===== config.mk =====
export PLATFORM = sky130hd
export DESIGN_NAME = serial_subtractor
export DESIGN_NICKNAME = d
export VERILOG_FILES = /design/src/rtl/serial_subtractor.sv
export SDC_FILE = /design/constraint.sdc
export NUM_CORES = 1
export LEC_CHECK = 0
export CAP_MARGIN = 20
export CORE_MARGIN = 10
export CORE_UTILIZATION = 44
export DETAILED_ROUTE_END_ITERATION = 8
export PLACE_DENSITY = 0.7
export SLEW_MARGIN = 10
export SYNTH_ARGS = -nofsm -noshare
export SYNTH_HDL_FRONTEND = slang
export SYNTH_SLANG_ARGS = --single-unit

===== constraint.sdc =====
create_clock -name clk -period 1.86 [get_ports clk]
set_clock_uncertainty 0.1 [all_clocks]
set_input_delay 0.372 -clock clk [delete_from_list [all_inputs] [get_ports clk]]
set_output_delay 0.372 -clock clk [all_outputs]
set_load 0.05 [all_outputs]

===== src/rtl/serial_subtractor.sv =====
// Bit-serial unsigned subtractor: one bit per clock, LSB first, driven by an
// IDLE/RUN/DONE controller whose outputs are all registered.
module serial_subtractor #(
  parameter int WIDTH = 8
) (
  input  logic             clk,
  input  logic             rst_n,
  input  logic             start,
  input  logic [WIDTH-1:0] a,
  input  logic [WIDTH-1:0] b,
  output logic [WIDTH-1:0] diff,
  output logic             bout,
  output logic             busy,
  output logic             done
);

  localparam int            CW   = $clog2(WIDTH);
  localparam logic [CW-1:0] LAST = CW'(WIDTH - 1);

  typedef enum logic [1:0] {IDLE, RUN, DONE} state_t;

  state_t           state_q;
  logic [WIDTH-1:0] shiftA_q;
  logic [WIDTH-1:0] shiftB_q;
  logic [CW-1:0]    cnt_q;
  logic             br_q;
  logic [WIDTH-1:0] diff_q;
  logic             bout_q;
  logic             busy_q;
  logic             done_q;

  logic             dBit;
  logic             br_d;
  logic [WIDTH-1:0] shiftA_d;

  // The minuend register doubles as the result accumulator: each consumed
  // LSB makes room at the top for the freshly computed difference bit.
  always_comb begin
    dBit     = shiftA_q[0] ^ shiftB_q[0] ^ br_q;
    br_d     = (~shiftA_q[0] & shiftB_q[0]) | (~(shiftA_q[0] ^ shiftB_q[0]) & br_q);
    shiftA_d = {dBit, shiftA_q[WIDTH-1:1]};
  end

  always_ff @(posedge clk or negedge rst_n) begin
    if (!rst_n) begin
      state_q  <= IDLE;
      shiftA_q <= '0;
      shiftB_q <= '0;
      cnt_q    <= '0;
      br_q     <= 1'b0;
      diff_q   <= '0;
      bout_q   <= 1'b0;
      busy_q   <= 1'b0;
      done_q   <= 1'b0;
    end else begin
      case (state_q)
        IDLE: begin
          done_q <= 1'b0;
          if (start) begin
            shiftA_q <= a;
            shiftB_q <= b;
            br_q     <= 1'b0;
            cnt_q    <= '0;
            busy_q   <= 1'b1;
            state_q  <= RUN;
          end
        end
        RUN: begin
          shiftA_q <= shiftA_d;
          shiftB_q <= {1'b0, shiftB_q[WIDTH-1:1]};
          br_q     <= br_d;
          if (cnt_q == LAST) begin
            diff_q  <= shiftA_d;
            bout_q  <= br_d;
            done_q  <= 1'b1;
            state_q <= DONE;
          end else begin
            cnt_q <= cnt_q + 1'b1;
          end
        end
        DONE: begin
          done_q  <= 1'b0;
          busy_q  <= 1'b0;
          state_q <= IDLE;
        end
        default: begin
          done_q  <= 1'b0;
          busy_q  <= 1'b0;
          state_q <= IDLE;
        end
      endcase
    end
  end

  assign diff = diff_q;
  assign bout = bout_q;
  assign busy = busy_q;
  assign done = done_q;

endmodule


==> results of run 1 <==
## area by class of cell
| type | count | share of cell area, % |
|---|---|---|
| tap | 46 | 2.84 |
| sequential | 33 | 40.8 |
| clock buffer | 6 | 3.58 |
| inverter | 14 | 2.60 |
| multi-input combinational | 77 | 33.0 |
| timing repair buffer | 39 | 16.7 |
| clock inverter | 2 | 0.494 |
## cells by family after synthesis
| logic type | synth area share [%] |
|---|---|
| DFF | 51.0 |
| adders and majority gates | 3.56 |
| buffers and inverters | 7.73 |
| AOI/OAI and AO/OA | 12.4 |
| and+or+nand+nor | 19.2 |
| muxes | 6.18 |
## power by group through the flow
| stage | sequential, uW | clock (uW) | combinational [uW] |
|---|---|---|---|
| floorplan | 1630 | 0 | 832 |
| global placement | 1290 | 0 | 1580 |
| detailed placement | 1310 | 0 | 1630 |
| CTS | 1290 | 522 | 1630 |
| global route | 1330 | 558 | 1760 |
| finish | 1290 | 504 | 1610 |
## state kept, by name, indices dropped and copies added, names as in the netlist
| signal | cells |
|---|---|
| cnt_q | 3 |
| done | 1 |
| shiftA_q | 8 |
| busy | 1 |
| bout | 1 |
| br_q | 1 |
| state_q | 2 |
| diff | 8 |
| shiftB_q | 8 |
## routing by layer
layer	routed length (um)	global-route usage, %	share of wire [%]	up-vias
met5	0	0	0	-
met3	150	3.90	4.4	5
met2	1790	19.9	52	15
met1	1450	12.7	42	587
met4	40	4.15	1.2	0
li1	-	-	-	569
## how the worst min path moves through the flow
| stage | start | end | slack, ns | depth (start not counted) |
|---|---|---|---|---|
| floorplan | rst_n | bout | -0.02 | 0 |
| global placement | done | done | 0.38 | 2 |
| detailed placement | diff[2] | diff[2] | 0.39 | 1 |
| CTS | rst_n | bout | 0.41 | 2 |
| global route | diff[2] | diff[2] | 0.42 | 1 |
| finish | rst_n | diff[3] | 0.40 | 2 |
## through the flow
stage / cells / area [um^2]
2_1_floorplan: 136 / 1620
3_3_place_gp: 209 / 1940
6_report: 217 / 2020
3_5_place_dp: 209 / 1940
4_1_cts: 217 / 2020
5_1_grt: 217 / 2020
## placed cells by master, fill, tap and decap left out, types with 5 or more instances in the layout
cell and count:
mux2_2 8, o221a_2 5, or4b_1 5, a211oi_1 10, clkdlybuf4s50_1 18, buf_4 21, nor4b_1 11, inv_1 14
dfrtp_1 33, nor3b_1 10, clkbuf_8 5
==> results.toml, run 1 <==
[run_status]
status = "complete, no violations"

[synthesis]
synth_top_area_share_pct = 51.0
syn_inst = 136
yosys.area.top_type = "dfrtp_1"
synthTopCellsByCount = "33 x dfrtp_1, 14 x inv_1, 11 x nor4b_1"
synth-edff-count = 0
synth_seq_area_share_pct = 51.0
yosysUniqueCellTypes = 28
ys.flop_type = "dfrtp_1"
synth_nets = 159
syn_area_um2 = 1620
yosys_warnings = 0
yosysMostFrequentCell = "dfrtp_1"
synth_area_leaders = "dfrtp_1 51%, nor4b_1 6.0%, mux2_2 5.6%, a211oi_1 4.6%, nor3b_1 4.6%"
avgSynthCellArea_um2 = 11.9
yosys_register_bits = 33
ys_async_sr_fraction_pct = 100

[critical_path]
worstReg2RegEnd = "diff[2]"
timing.rr.start = "cnt_q[0]"
path_max_fanout = 6
slowest_delay_ns = 0.41
crit_start = "cnt_q[0]"
r2r_cells = 5
rrSetupSlack_ns = 0.13
arrival_ns = 1.79
path_class = "reg -> reg"
cp-start-kind = "register"
critPathCapture = "diff[2]"
crit_buf_inv = 1
required_ns = 1.92
crit_family = "adder cells"
slowest_stage = "dfrtp_1"
cp_common_cell = "ha_1"
crit_chain = "ha_1, ha_1, nand3b_1, buf_4, mux2_2"
end_kind = "register"
crit_cells = 5

[clocking]
ctsHoldBuffers = 0
cts_buffers = 5
cts_tree = "built"
clock_latency_ns = 0.28
clk_pin_slew_ns = 0.07
cts_root_buf = "clkbuf_8"
post_cts_buffers = 0
clock_path_buffers = 2
htreeDepth = 2
post_cts_resized = 0
cts_sinks = 33

[pwr]
p_leak_uw = 0.000919
switchingPower_uw = 1380
p_int_uw = 2020
combPwrFrac_pct = 47.2
power_uw = 3400
vdd_drop_max_mv = 0.692
switching_share_pct = 40.6
power_density_nw_per_um2 = 1680
pwr-share-clk_pct = 14.8
seq_power_share_pct = 38.0

[die]
die_y_um = 80.7
ios = 30
coreArea_um2 = 3440
fp-row-count = 21
start_util_pct = 47.0
fp.dieArea_um2 = 6510
die_x_um = 80.7

[grt]
grt_max_degree = 34
antenna_found_initial = 0
grt_overflow = 0
track_usage_pct = 11.5
grt_pass1_wl_mm = 5.93
first_global_vias = 1261

[sta]
fin_crit_sh_pct = 92.9
setup_tns_ns = 0
slew_headroom_pct = 71.1
rsz0062_at_grt = "false"
worst_slack_ns = 0.131
fin_crit_ns = 1.73
hold_viol = 0
whs_ns = 0.398
max_freq_mhz = 578
slew_viol_final = 0
setup-violations-final = 0
worstMarginPinSlew_ns = 0.433

[routing]
drtIter0Drc = 111
routed_via_density = 5.42
drt_pre_antenna_iters = 4
remaining_drc_errors = 0
wl_mm = 3.43
vias = 1176
postRouteAntennaNets = 0
wl_per_cell_um = 15.8

[placed_design]
dpl.hpwl_mm = 2.53
port_buffers = 29
gp_congestion = 0.714
dp_slack_ns = -0.0290

[final_layout]
utilization_pct = 58.8
multi_input_area_um2 = 668
nets = 193
syn_to_final_growth_pct = 25.0
final_layout_size_suffix_gt1_share_pct = 25.1
antenna_cells = 0
regArea_um2 = 826
fillers = 303

[worst_hold_path]
hold_class = "in -> async"

[job]
cap_violations = 0
Power figures use the tool's default switching activity.
==> run 2, diff against run 1 <==
--- a/config.mk
+++ b/config.mk
@@ -9,7 +9,7 @@
 export CORE_MARGIN = 10
 export CORE_UTILIZATION = 44
 export DETAILED_ROUTE_END_ITERATION = 8
-export PLACE_DENSITY = 0.7
+export PLACE_DENSITY = 0.73
 export SLEW_MARGIN = 10
 export SYNTH_ARGS = -nofsm -noshare
 export SYNTH_HDL_FRONTEND = slang
==> constraint.sdc (replaced) <==
create_clock -name clk -period 1.55 [get_ports clk]
set_clock_uncertainty 0.1 [all_clocks]
set_input_delay 0.31 -clock clk [delete_from_list [all_inputs] [get_ports clk]]
set_output_delay 0.31 -clock clk [all_outputs]
set_load 0.05 [all_outputs]
==> run 2 against run 1 <==
Effect of this change: the flow now finishes with violations (setup timing); sequential share of layout area decreased by 4.5 points; core utilization increased by 7.3 points; die area unchanged; cell count increased by 3.2%; combinational power increased by 53%; cell area increased by 12%; fmax increased by 9.6%; largest cell class unchanged; setup slack got worse by 0.16 ns; clock-buffer cell count unchanged; critical endpoint unchanged; sequential cell count unchanged; register-to-register slack got worse by 0.16 ns; sequential power increased by 27%.
==> results.toml, run 2 (synthesized netlist as in run 1, its figures left out) <==
[routing]
wl_per_cell_um = 16.4
routed_via_density = 5.51
vias = 1235
postRouteAntennaNets = 0
drt_pre_antenna_iters = 4
wl_mm = 3.68
remaining_drc_errors = 0
drtIter0Drc = 81

[sta]
hold_viol = 0
setup-violations-final = 9
slew_viol_final = 0
worst_slack_ns = -0.0277
worstMarginPinSlew_ns = 0.323
fin_crit_ns = 1.58
slew_headroom_pct = 78.2
rsz0062_at_grt = "true"
max_freq_mhz = 634
fin_crit_sh_pct = 102

[placed_design]
dpl.hpwl_mm = 2.79
gp_congestion = 0.793
dp_slack_ns = -0.282
dpl_cell_area_um2 = 2130
port_buffers = 29

[pwr]
p_leak_uw = 0.00105
p_int_uw = 2910
pwr-share-clk_pct = 12.9
power_density_nw_per_um2 = 2070
combPwrFrac_pct = 52.4
switchingPower_uw = 1810
vdd_drop_max_mv = 0.828
seq_power_share_pct = 34.7
switching_share_pct = 38.4
power_uw = 4720

[die]
start_util_pct = 47.0
fp-row-count = 21
ios = 30
coreArea_um2 = 3440
die_y_um = 80.7
die_x_um = 80.7
fp.dieArea_um2 = 6510

[critical_path]
required_ns = 1.62
r2r_cells = 5
crit_chain = "ha_2, ha_4, nand3b_1, buf_4, mux2_2"
slowest_stage = "dfrtp_1"
end_kind = "register"
arrival_ns = 1.65
timing.rr.start = "cnt_q[1]"
worstReg2RegEnd = "diff[2]"
path_max_fanout = 3
cp-start-kind = "register"
path_class = "reg -> reg"
rrSetupSlack_ns = -0.03
slowest_delay_ns = 0.39

[job]
cap_violations = 0

[worst_hold_path]
hold_class = "in -> async"

[clocking]
cts_sinks = 33
ctsHoldBuffers = 0
cts_buffers = 5
clk_pin_slew_ns = 0.06
cts_root_buf = "clkbuf_8"
cts_tree = "built"
clock_path_buffers = 2
htreeDepth = 2
clock_latency_ns = 0.29

[final_layout]
layout_commonest_cell = "dfrtp_1"
fillers = 269
final_cell_area_um2 = 2280
utilization_pct = 66.1
final_cell_mix = "32 x dfrtp_1, 17 x clkdlybuf4s50_1, 15 x buf_4"
syn_to_final_growth_pct = 40.6
nets = 200
final_layout_size_suffix_gt1_share_pct = 30.3
antenna_cells = 0

[grt]
track_usage_pct = 12.1
grt_max_degree = 34
first_global_vias = 1278
grt_overflow = 0
grt_pass1_wl_mm = 6.09
antenna_found_initial = 0

[run_status]
status = "complete, but fails checks"
violations = "setup timing"
[run 2: cell count changes in the layout (fill, tap and decap cells not counted), moves of 2 or more]
cell,previous run,this run
buf_12,0,12
buf_4,21,15
ha_1,3,1
mux2_2,8,2
mux2_4,0,6
[run 2: worst max-delay path: cells and delay by family, from the launching register on]
family	cells	cell delay, ns
multiplexers	1	0.32
buffers and inverters	1	0.15
flip-flops	1	0.39
adder cells (fa/ha/maj)	2	0.38
AND/OR/NAND/NOR	1	0.12
[run 2: worst max path at each step]
stage | startpoint | endpoint | slack, ns | depth (start not counted)
floorplan | cnt_q[0] | diff[0] | 0.01 | 5
detailed placement | start | shiftB_q[4] | -0.28 | 4
global placement | start | shiftB_q[0] | -0.23 | 4
finish | cnt_q[1] | diff[2] | -0.03 | 5
CTS | cnt_q[1] | diff[1] | -0.05 | 5
global route | cnt_q[1] | diff[2] | -0.09 | 5
[run 2: final cells by class]
| type | count | area (um^2) | area share (%) |
|---|---|---|---|
| timing repair buffer | 46 | 547 | 24.0 |
| sequential | 33 | 827 | 36.3 |
| clock buffer | 6 | 72.6 | 3.19 |
| inverter | 14 | 52.6 | 2.31 |
| tap | 46 | 57.6 | 2.53 |
| clock inverter | 2 | 10.0 | 0.440 |
| multi-input combinational | 77 | 709 | 31.2 |
[run 2: metrics by stage]
step                TNS (ns)  hold WS [ns]  std cells
detailed placement     -4.72         0.409        214
finish                -0.183         0.291        224
global route          -0.727         0.310        224
floorplan                  0       -0.0856        136
CTS                   -0.283         0.292        223
global placement       -3.88         0.398        214
[run 2: routing by layer]
layer	GRT usage, %	share of wire, %
met5	0	0
met4	7.96	3.3
met3	2.78	3.4
met2	20.2	51
met1	13.5	42
[run 2: power by group through the flow]
stage,sequential (uW),clock [uW],combinational (uW)
after floorplan,1950,0,1000
after global placement,1610,0,2310
after detailed placement,1630,0,2400
after CTS,1640,626,2500
after global routing,1690,651,2670
final,1640,611,2470
[run 2: repair_timing]
action                                 in CTS  in global routing
pin swaps                                   1                  0
endpoints found under the hold margin       0                  0
setup buffers                               1                  1
resized for setup                           9                  3
setup endpoints to repair                   8                 26
==> run 3, diff against run 2 <==
--- a/config.mk
+++ b/config.mk
@@ -9,7 +9,7 @@
 export CORE_MARGIN = 10
 export CORE_UTILIZATION = 44
 export DETAILED_ROUTE_END_ITERATION = 8
-export PLACE_DENSITY = 0.73
+export PLACE_DENSITY = 0.7
 export SLEW_MARGIN = 10
 export SYNTH_ARGS = -nofsm -noshare
 export SYNTH_HDL_FRONTEND = slang
==> constraint.sdc (replaced) <==
create_clock -name clk -period 2 [get_ports clk]
set_clock_uncertainty 0.1 [all_clocks]
set_input_delay 0.4 -clock clk [delete_from_list [all_inputs] [get_ports clk]]
set_output_delay 0.4 -clock clk [all_outputs]
set_load 0.05 [all_outputs]
==> run 3 against run 2 <==
Effect of this change: critical path type unchanged; total power decreased by 32%; the run now ends clean; via count down 7.9%; global-route usage fell by 0.27 points; largest cell class unchanged; largest power group unchanged; register-to-register slack better by 0.31 ns; combinational power down 39%; cell count decreased by 4.5%; sequential share of layout area is 4.7 points higher; die area unchanged; fmax down 8.1%; core utilization shrank 7.6 points.
==> results.toml, run 3 (synthesized netlist as in run 1, its figures left out) <==
[placed_design]
place_inst = 207
gp_congestion = 0.738
dpl.hpwl_mm = 2.56
port_buffers = 29

[critical_path]
slowest_delay_ns = 0.40
crit_chain = "ha_1, ha_1, nand3b_1, buf_4, mux2_2"
cp_common_cell = "ha_1"
end_kind = "register"
required_ns = 2.07
cp-start-kind = "register"
slowest_stage = "dfrtp_1"
path_max_fanout = 6
path_class = "reg -> reg"
arrival_ns = 1.78

[final_layout]
final_layout_size_suffix_gt1_share_pct = 23.8
layout_commonest_cell = "dfrtp_1"
fillers = 308
nets = 191
final_cell_mix = "33 x dfrtp_1, 19 x buf_4, 18 x clkdlybuf4s50_1"
syn_to_final_growth_pct = 24.3
antenna_cells = 0
instances_no_fill = 214

[routing]
wl_mm = 3.48
drt-met1-wl_mm = 1.55
drt_pre_antenna_iters = 4
top_layer = "met4"
drtIter0Drc = 64
met3_length_um = 187
wl_per_cell_um = 16.3
wl_met2_mm = 1.67
vias = 1137
postRouteAntennaNets = 0
remaining_drc_errors = 0
routed_via_density = 5.31

[clocking]
cts_root_buf = "clkbuf_8"
clock_latency_ns = 0.28
cts_tree = "built"
post_cts_resized = 0
cts_buffers = 5
htreeDepth = 2
post_cts_buffers = 0
ctsHoldBuffers = 0
cts_sinks = 33
clk_pin_slew_ns = 0.06
clock_path_buffers = 2

[worst_hold_path]
hold_class = "reg -> reg"

[run_status]
status = "complete, no violations"

[die]
die_y_um = 80.7
coreArea_um2 = 3440
fp.dieArea_um2 = 6510
die_x_um = 80.7
ios = 30
fp-row-count = 21
start_util_pct = 47.0

[sta]
hold_viol = 0
rsz0062_at_grt = "false"
slew_headroom_pct = 71.6
slew_viol_final = 0
fin_crit_sh_pct = 85.8
whs_ns = 0.406
worstMarginPinSlew_ns = 0.426
max_freq_mhz = 583
fin_crit_ns = 1.72
setup_tns_ns = 0
setup-violations-final = 0

[grt]
grt_pass1_wl_mm = 6.01
grt_overflow = 0
track_usage_pct = 11.9
grt_max_degree = 34
first_global_vias = 1196
antenna_found_initial = 0

[job]
cap_violations = 0

[pwr]
p_leak_uw = 0.000908
vdd_drop_max_mv = 0.598
power_density_nw_per_um2 = 1590
==> run 3: power by group <==
group / total (uW) / internal, uW / switching, uW
registers: 1200 / 981 / 222
logic: 1500 / 655 / 840
clock network: 495 / 273 / 222
==> run 3: layer usage <==
metal,track usage [%],vias to the layer above
met5,0,-
met4,5.71,0
met3,4.01,7
met2,18.6,20
met1,14.2,544
li1,-,566
==> run 3: worst max-delay path, delay by kind of cell (launching register included) <==
kind	cells	cell delay, ns
fa+ha+maj	2	0.46
flops	1	0.40
mux	1	0.34
buf+inv	1	0.17
simple gates	1	0.12
==> run 3: worst paths after layout <==
path	startpoint	endpoint	slack (ns)	depth (start not counted)
worst min register to register	diff[4]	diff[4]	0.41	1
max in group asynchronous	rst_n	diff[6]	1.06	2
min in group asynchronous	rst_n	diff[0]	0.42	2
worst max register to register	cnt_q[0]	diff[2]	0.28	5
worst max-delay path	cnt_q[0]	diff[2]	0.28	5
worst min-delay path	diff[4]	diff[4]	0.41	1
==> run 3: cell type report <==
type,count,area (um^2),area share [%]
timing repair buffer,37,323,16.0
tap,46,57.6,2.86
multi-input combinational,77,668,33.2
inverter,14,52.6,2.61
clock buffer,7,86.3,4.29
sequential,33,826,41.0
==> run 3: metrics by stage <==
step	area (um^2)	setup WS, ns	util, %	total power, uW
2_1_floorplan	1620	0.420	-	2290
3_3_place_gp	1930	0.162	56.0	2660
3_5_place_dp	1930	0.104	56.0	2730
4_1_cts	2010	0.263	58.5	3230
5_1_grt	2010	0.204	58.5	3420
6_report	2010	0.284	58.5	3190
